[config.mk]
export PLATFORM = sky130hd
export DESIGN_NAME = key_encoder
export DESIGN_NICKNAME = d
export VERILOG_FILES = /design/src/rtl/key_encoder.sv
export SDC_FILE = /design/constraint.sdc
export NUM_CORES = 1
export LEC_CHECK = 0
export CAP_MARGIN = 20
export CORE_MARGIN = 1.5
export CORE_UTILIZATION = 53
export DETAILED_ROUTE_END_ITERATION = 8
export PLACE_DENSITY = 0.78
export REMOVE_ABC_BUFFERS = 1
export SETUP_SLACK_MARGIN = 0.2
export SYNTH_ARGS = -nofsm -noshare
export SYNTH_HDL_FRONTEND = slang
export SYNTH_SLANG_ARGS = --single-unit
[constraint.sdc]
create_clock -name hz100 -period 2.4 [get_ports hz100]
set_input_delay 0.72 -clock hz100 [delete_from_list [all_inputs] [get_ports hz100]]
set_output_delay 0.72 -clock hz100 [all_outputs]
set_load 0.005 [all_outputs]
[src/rtl/key_encoder.sv]
// Debounced 8-to-3 priority encoder for active-low request lines (line 7 highest).
// Each accepted press yields a registered code, a one-cycle strobe and a press count.
module key_encoder #(
    parameter int unsigned DEBOUNCE_CYCLES = 4
) (
    input  logic       hz100,
    input  logic       reset,
    input  logic [7:0] in_n,
    input  logic       ei_n,
    output logic [2:0] code,
    output logic       strobe,
    output logic       gs_n,
    output logic [7:0] count,
    output logic       busy
);

    localparam int unsigned CW = $clog2(DEBOUNCE_CYCLES + 1);
    localparam logic [CW-1:0] LAST = CW'(DEBOUNCE_CYCLES - 1);
    localparam bit SINGLE = (DEBOUNCE_CYCLES == 1);

    typedef enum logic [1:0] {
        IDLE,
        DEBOUNCE,
        HELD
    } state_t;

    state_t        state;
    logic [7:0]    s1;
    logic [7:0]    s2;
    logic [CW-1:0] cnt;
    logic [2:0]    cand;

    logic [7:0]    act;
    logic          any;
    logic [2:0]    winner;
    logic          accept;

    // Priority resolution on the synchronized lines; the highest index wins.
    always_comb begin
        act    = ~s2;
        any    = |act;
        winner = 3'd0;
        for (int i = 0; i < 8; i++) begin
            if (act[i]) begin
                winner = 3'(i);
            end
        end
    end

    // A press is accepted on the N-th consecutive sample of the same winner.
    always_comb begin
        accept = 1'b0;
        if (!ei_n && any) begin
            if (state == IDLE) begin
                accept = SINGLE;
            end else if (state == DEBOUNCE) begin
                accept = (winner == cand) && (cnt == LAST);
            end
        end
    end

    always_ff @(posedge hz100) begin
        if (reset) begin
            state  <= IDLE;
            s1     <= 8'hFF;
            s2     <= 8'hFF;
            cnt    <= '0;
            cand   <= 3'd0;
            code   <= 3'd0;
            strobe <= 1'b0;
            count  <= 8'd0;
            busy   <= 1'b0;
            gs_n   <= 1'b1;
        end else begin
            s1     <= in_n;
            s2     <= s1;
            gs_n   <= ~(any & ~ei_n);
            strobe <= 1'b0;

            if (accept) begin
                code   <= winner;
                strobe <= 1'b1;
                count  <= count + 8'd1;
                cand   <= winner;
                cnt    <= '0;
                state  <= HELD;
                busy   <= 1'b1;
            end else if (ei_n) begin
                state <= IDLE;
                cnt   <= '0;
                busy  <= 1'b0;
            end else begin
                case (state)
                    IDLE: begin
                        if (any) begin
                            cand  <= winner;
                            cnt   <= CW'(1);
                            state <= DEBOUNCE;
                            busy  <= 1'b1;
                        end
                    end
                    DEBOUNCE: begin
                        if (!any || winner != cand) begin
                            // Bounce or a different winner: restart from IDLE next cycle.
                            cnt   <= '0;
                            state <= IDLE;
                            busy  <= 1'b0;
                        end else begin
                            cnt <= cnt + 1'b1;
                        end
                    end
                    HELD: begin
                        if (any) begin
                            cnt <= '0;
                        end else if (cnt == LAST) begin
                            cnt   <= '0;
                            state <= IDLE;
                            busy  <= 1'b0;
                        end else begin
                            cnt <= cnt + 1'b1;
                        end
                    end
                    default: begin
                        cnt   <= '0;
                        state <= IDLE;
                        busy  <= 1'b0;
                    end
                endcase
            end
        end
    end

endmodule

# Yosys cells after proc, flatten, opt, wreduce, memory -nomap -nowiden

Cells that the tools add are included.

Register bits: 38
Input bits: 11
Output and inout bits: 14
Word-level logic and storage cells: 78

Add/sub/neg operators: 2
Equal/unequal tests: 14
Mux-type cells: 34
Bitwise logic cells: 4
Reductions and logical operators: 13

Operators by type and width:

| kind                                                                    | count |
|---|---|
| 3-bit two-way mux                                                       | 14 |
| 2-bit two-way mux                                                       | 6 |
| 4-bit inequality test, second input constant                            | 3 |
| 1-bit two-way mux                                                       | 11 |
| 3-bit case mux with 3 select lines                                      | 1 |
| 8-bit by 1-bit adder with 8-bit output, second input constant           | 1 |
| 8-bit NOT                                                               | 1 |
| 4-bit AND reduction                                                     | 2 |
| 8-bit OR reduction                                                      | 1 |
| 2-bit inequality test, second input constant                            | 3 |
| 2-bit case mux with 3 select lines                                      | 1 |
| 2-bit by 1-bit inequality test with 1-bit output, second input constant | 2 |
| 4-bit by 3-bit inequality test with 1-bit output, second input constant | 1 |
| 2-bit nonzero test                                                      | 2 |
| 3-bit by 1-bit adder with 3-bit output, second input constant           | 1 |
| 3-bit by 2-bit equality test with 1-bit output, second input constant   | 1 |
| 3-bit equality test                                                     | 1 |
| 3-bit inequality test                                                   | 1 |
| 1-bit case mux with 3 select lines                                      | 1 |
| 3-bit AND reduction                                                     | 1 |
| 3-bit OR reduction                                                      | 1 |
| 2-bit by 1-bit equality test with 1-bit output, second input constant   | 1 |
| 2-bit equality test, second input constant                              | 1 |
| 1-bit logical AND                                                       | 2 |
| other kinds (5)                                                         | 7 |

# Depth between registers and ports, before layout

Depth after elaboration: 15
Gate-level depth with buffers: 8
Depth with buffers taken out: 7

# Least setup slack after synthesis

OpenSTA, ideal clock, no wires.

Kind: reg2reg
Start: reg cnt[0]
End: reg count[3]
Setup time: 71 ps
Data arrival time: 2005 ps
Required time: 2329 ps
Setup slack: 324 ps
Cell stages (with the launch flop): 9
Buffers on the path: 1
Clock period less this slack: 2076 ps
Cell sequence: dfxtp_1 -> ha_1 -> ha_1 -> inv_1 -> or3_1 -> a311o_1 -> buf_6 -> or4_1 -> a21oi_1

Cells in the longest elaborated chain, start to end: 5

RTL lines:

| item                                           | RTL line | text |
|---|---|---|
| from (decl)                                    | 30       | `logic [CW-1:0] cnt;` |
| from (signal assigned)                         | 109      | `cnt <= cnt + 1'b1;` |
| from (signal assigned)                         | 120      | `cnt <= cnt + 1'b1;` |
| 3-bit by 2-bit equality test with 1-bit output | 57       | `accept = (winner == cand) && (cnt == LAST);` |
| 1-bit logical AND                              | 57       |  |
| 1-bit two-way mux                              | 56       | `end else if (state == DEBOUNCE) begin` |
| 1-bit two-way mux                              | 54       | `if (state == IDLE) begin` |
| 1-bit two-way mux                              | 53       | `if (!ei_n && any) begin` |
| to (signal assigned)                           | 83       | `count <= count + 8'd1;` |
| to (decl)                                      | 13       | `output logic [7:0] count,` |

No other way between the ends.
A chain may end at the register's enable or synchronous reset.

# Worst setup path after layout

Same ends and word-level chain as after synthesis.

==> reports/results.ini <==
[power]
p_leak_uw = 0.000804
swShare_pct = 26.0
clock_power_share_pct = 34.8
power.density_nw_per_um2 = 580
ir_drop_uv = 473
p_int_uw = 943
p_seq_share_pct = 52.8
pwr-share-comb_pct = 12.3
switchingPower_uw = 331

[die]
die_h_um = 60.2
die_x_um = 60.2
ios = 25
core_area_um2 = 3080
dieArea_um2 = 3630
std_cell_rows = 20
initial_core_util_pct = 56.4

[finish]
area_delta_synth_final_pct = 26.7
multiInputGateArea_um2 = 916
layout.cells.non_filler = 277
finalNetCount = 247
drive_above_1_share_pct = 24.0
n_fill_cell = 256
postLayoutCoreUtil_pct = 71.4
diodes = 0
regArea_um2 = 767

[synthesis]
syn_area_um2 = 1740
synth_top_area_share_pct = 43.8
async_flop_share_pct = 0
avgSynthCellArea_um2 = 8.90
yosysMostFrequentCell = dfxtp_1
synthDistinctLibCells = 43
synth-main-ff-cell = dfxtp_1
synth_area_leader_cell = dfxtp_1
yosys_warnings = 0
synth_area_leaders = dfxtp_1, or2_2, a21oi_1, nor2_1, ha_1
ys_ff_latch = 38
synth_sequential_area_ratio_pct = 43.8
netlist_top_cells_count = dfxtp_1, or2_2, nor2_1
synth_edf_count = 0
syn_inst = 195

[place]
gp_congestion = 0.838
dp_hpwl_um = 2590
dp_cells = 265
io_buffer_count = 24

[cts]
cts_tree = yes
cts_buffers = 5
clock_path_buffers = 2
clk_pin_slew_worst_paths_ps = 120
htreeDepth = 2
clock_latency_ps = 350
clock_sinks = 38
cts_root_buffer = clkbuf_4

[route]
ant_nets = 0
routed_wl_um = 3770
routedWlPerCell_um = 13.6
wl_met3_um = 269
vias_per_cell = 5.74
routed.top_layer = met4
drt-met1-wl_um = 1700
drtPass1Iterations = 4
vias = 1590
drcViolationCount = 0
drtIter0Drc = 78
wl_met2_um = 1730

[global_route]
grt_util_all_layers_pct = 23.6
grt_max_degree = 32
grt_pass1_wl_um = 6330
grt_antenna_before_repair = 0
grt_pass1_vias = 1493
overflow = 0

[critical_path]
cp-end-kind = register
cp-start-kind = register
slowest_delay_ps = 380
path_class = register to register
required_ps = 2650
path_max_fanout = 5
crit_arrival_ps = 2330
worstRegToRegCells = 9
crit_chain = ha_4 > ha_4 > inv_2 > or3_1 > a311o_1 > buf_4 > buf_4 > o31ai_1 > a21oi_1
slowest_stage = dfxtp_2

[timing]
setup_viol_count_final = 0
slew_headroom_pct = 63.2
fin_crit_sh_pct = 86.6
rsz0062_at_grt = no
max_freq_mhz = 481
clock_skew_ps = 9.79
hold_violations = 0
fin_crit_ps = 2080
slew_viol_final = 0
tightestPinTransition_ps = 550

[min_path]
hold_depth = 1
hold_path_class = register to register

[outcome]
status = finished, final reports clean

[job]
maxCapViolations = 0

-- state kept, by name, indices dropped and copies added, names as in the netlist --
name / flops
count: 8
s1: 8
s2: 8
cand: 3
cnt: 3
code: 3
state: 2
busy: 1
gs_n: 1
strobe: 1
-- worst max-delay path: cells and delay by family (launching register included) --
family / cells / cell delay [ps]
compound gates: 3 / 640
fa+ha+maj: 2 / 300
buf+inv: 3 / 350
flops: 1 / 380
simple gates: 1 / 320
-- worst paths after layout --
kind | slack [ps] | from | end
max | 320 | cnt[0] | count[3]
min | 420 | s1[6] | s2[6]
max reg2reg | 320 | cnt[0] | count[3]
min reg2reg | 420 | s1[6] | s2[6]
-- metal layers --
metal  vias up  track usage (%)
li1        786                -
met1       739             29.3
met2        56             36.0
met3         9             8.44
met4         0             11.4
met5         -                0
-- layout make-up --
| type | instances | area share, % |
|---|---|---|
| Timing Repair Buffer | 37 | 15.3 |
| Inverter | 11 | 1.88 |
| Clock buffer | 5 | 1.71 |
| Tap cell | 44 | 2.50 |
| Sequential cell | 38 | 34.9 |
| Multi-Input combinational cell | 139 | 41.7 |
| Clock inverter | 3 | 2.05 |
-- power groups by stage --
stage,Combinational [uW],Sequential (uW),Clock (uW)
2_1_floorplan,89.7,680,0
3_3_place_gp,146,684,0
3_5_place_dp,150,685,0
4_1_cts,153,671,448
5_1_grt,174,677,477
6_report,157,673,444
-- cell usage in the layout, fill, tap and decap left out, types with 2 or more instances in the layout --
master,n
ha_4,2
nand3_1,10
buf_4,13
dfxtp_1,33
nor3_1,2
nor4_1,6
a211oi_1,2
o21ai_0,10
nor2b_1,6
or2_2,17
or4_1,4
a31oi_1,3
dfxtp_2,5
or3_1,3
clkbuf_4,5
ha_1,2
and3_1,2
nor2_1,14
nand2_1,11
o31ai_1,3
o21a_1,2
o211ai_1,2
a31o_2,2
clkinvlp_4,2
a21oi_1,11
nand4_1,5
mux2_2,4
clkdlybuf4s50_1,23
inv_1,10
-- logic make-up (layout without fill, tap and decap cells) --
family                     Yosys count  after routing  synth area share (%)
AOI/OAI and AO/OA                   47             47                  18.6
DFF                                 38             38                  43.8
adders and majority gates            4              4                  2.88
muxes                                4              4                  2.60
and+or+nand+nor                     84             84                  26.7
buffers and inverters               18             56                  5.34
-- repair_timing --
action | CTS | global route
buffers inserted | 4 | 0
resized for setup | 7 | 6
hold buffers | 0 | 0
pin swaps | 4 | 2
setup endpoints to repair | 2 | 9
-- through the flow --
step	setup slack [ps]	area, um2	power, uW	setup TNS (ps)	hold WS, ps
floorplan	368	1680	770	0	389
global placement	-90.3	2050	830	-424	391
detailed placement	-139	2050	835	-583	393
CTS	203	2180	1270	0	421
global route	220	2200	1330	0	439
finish	321	2200	1270	0	416
Power figures use the tool's default switching activity.
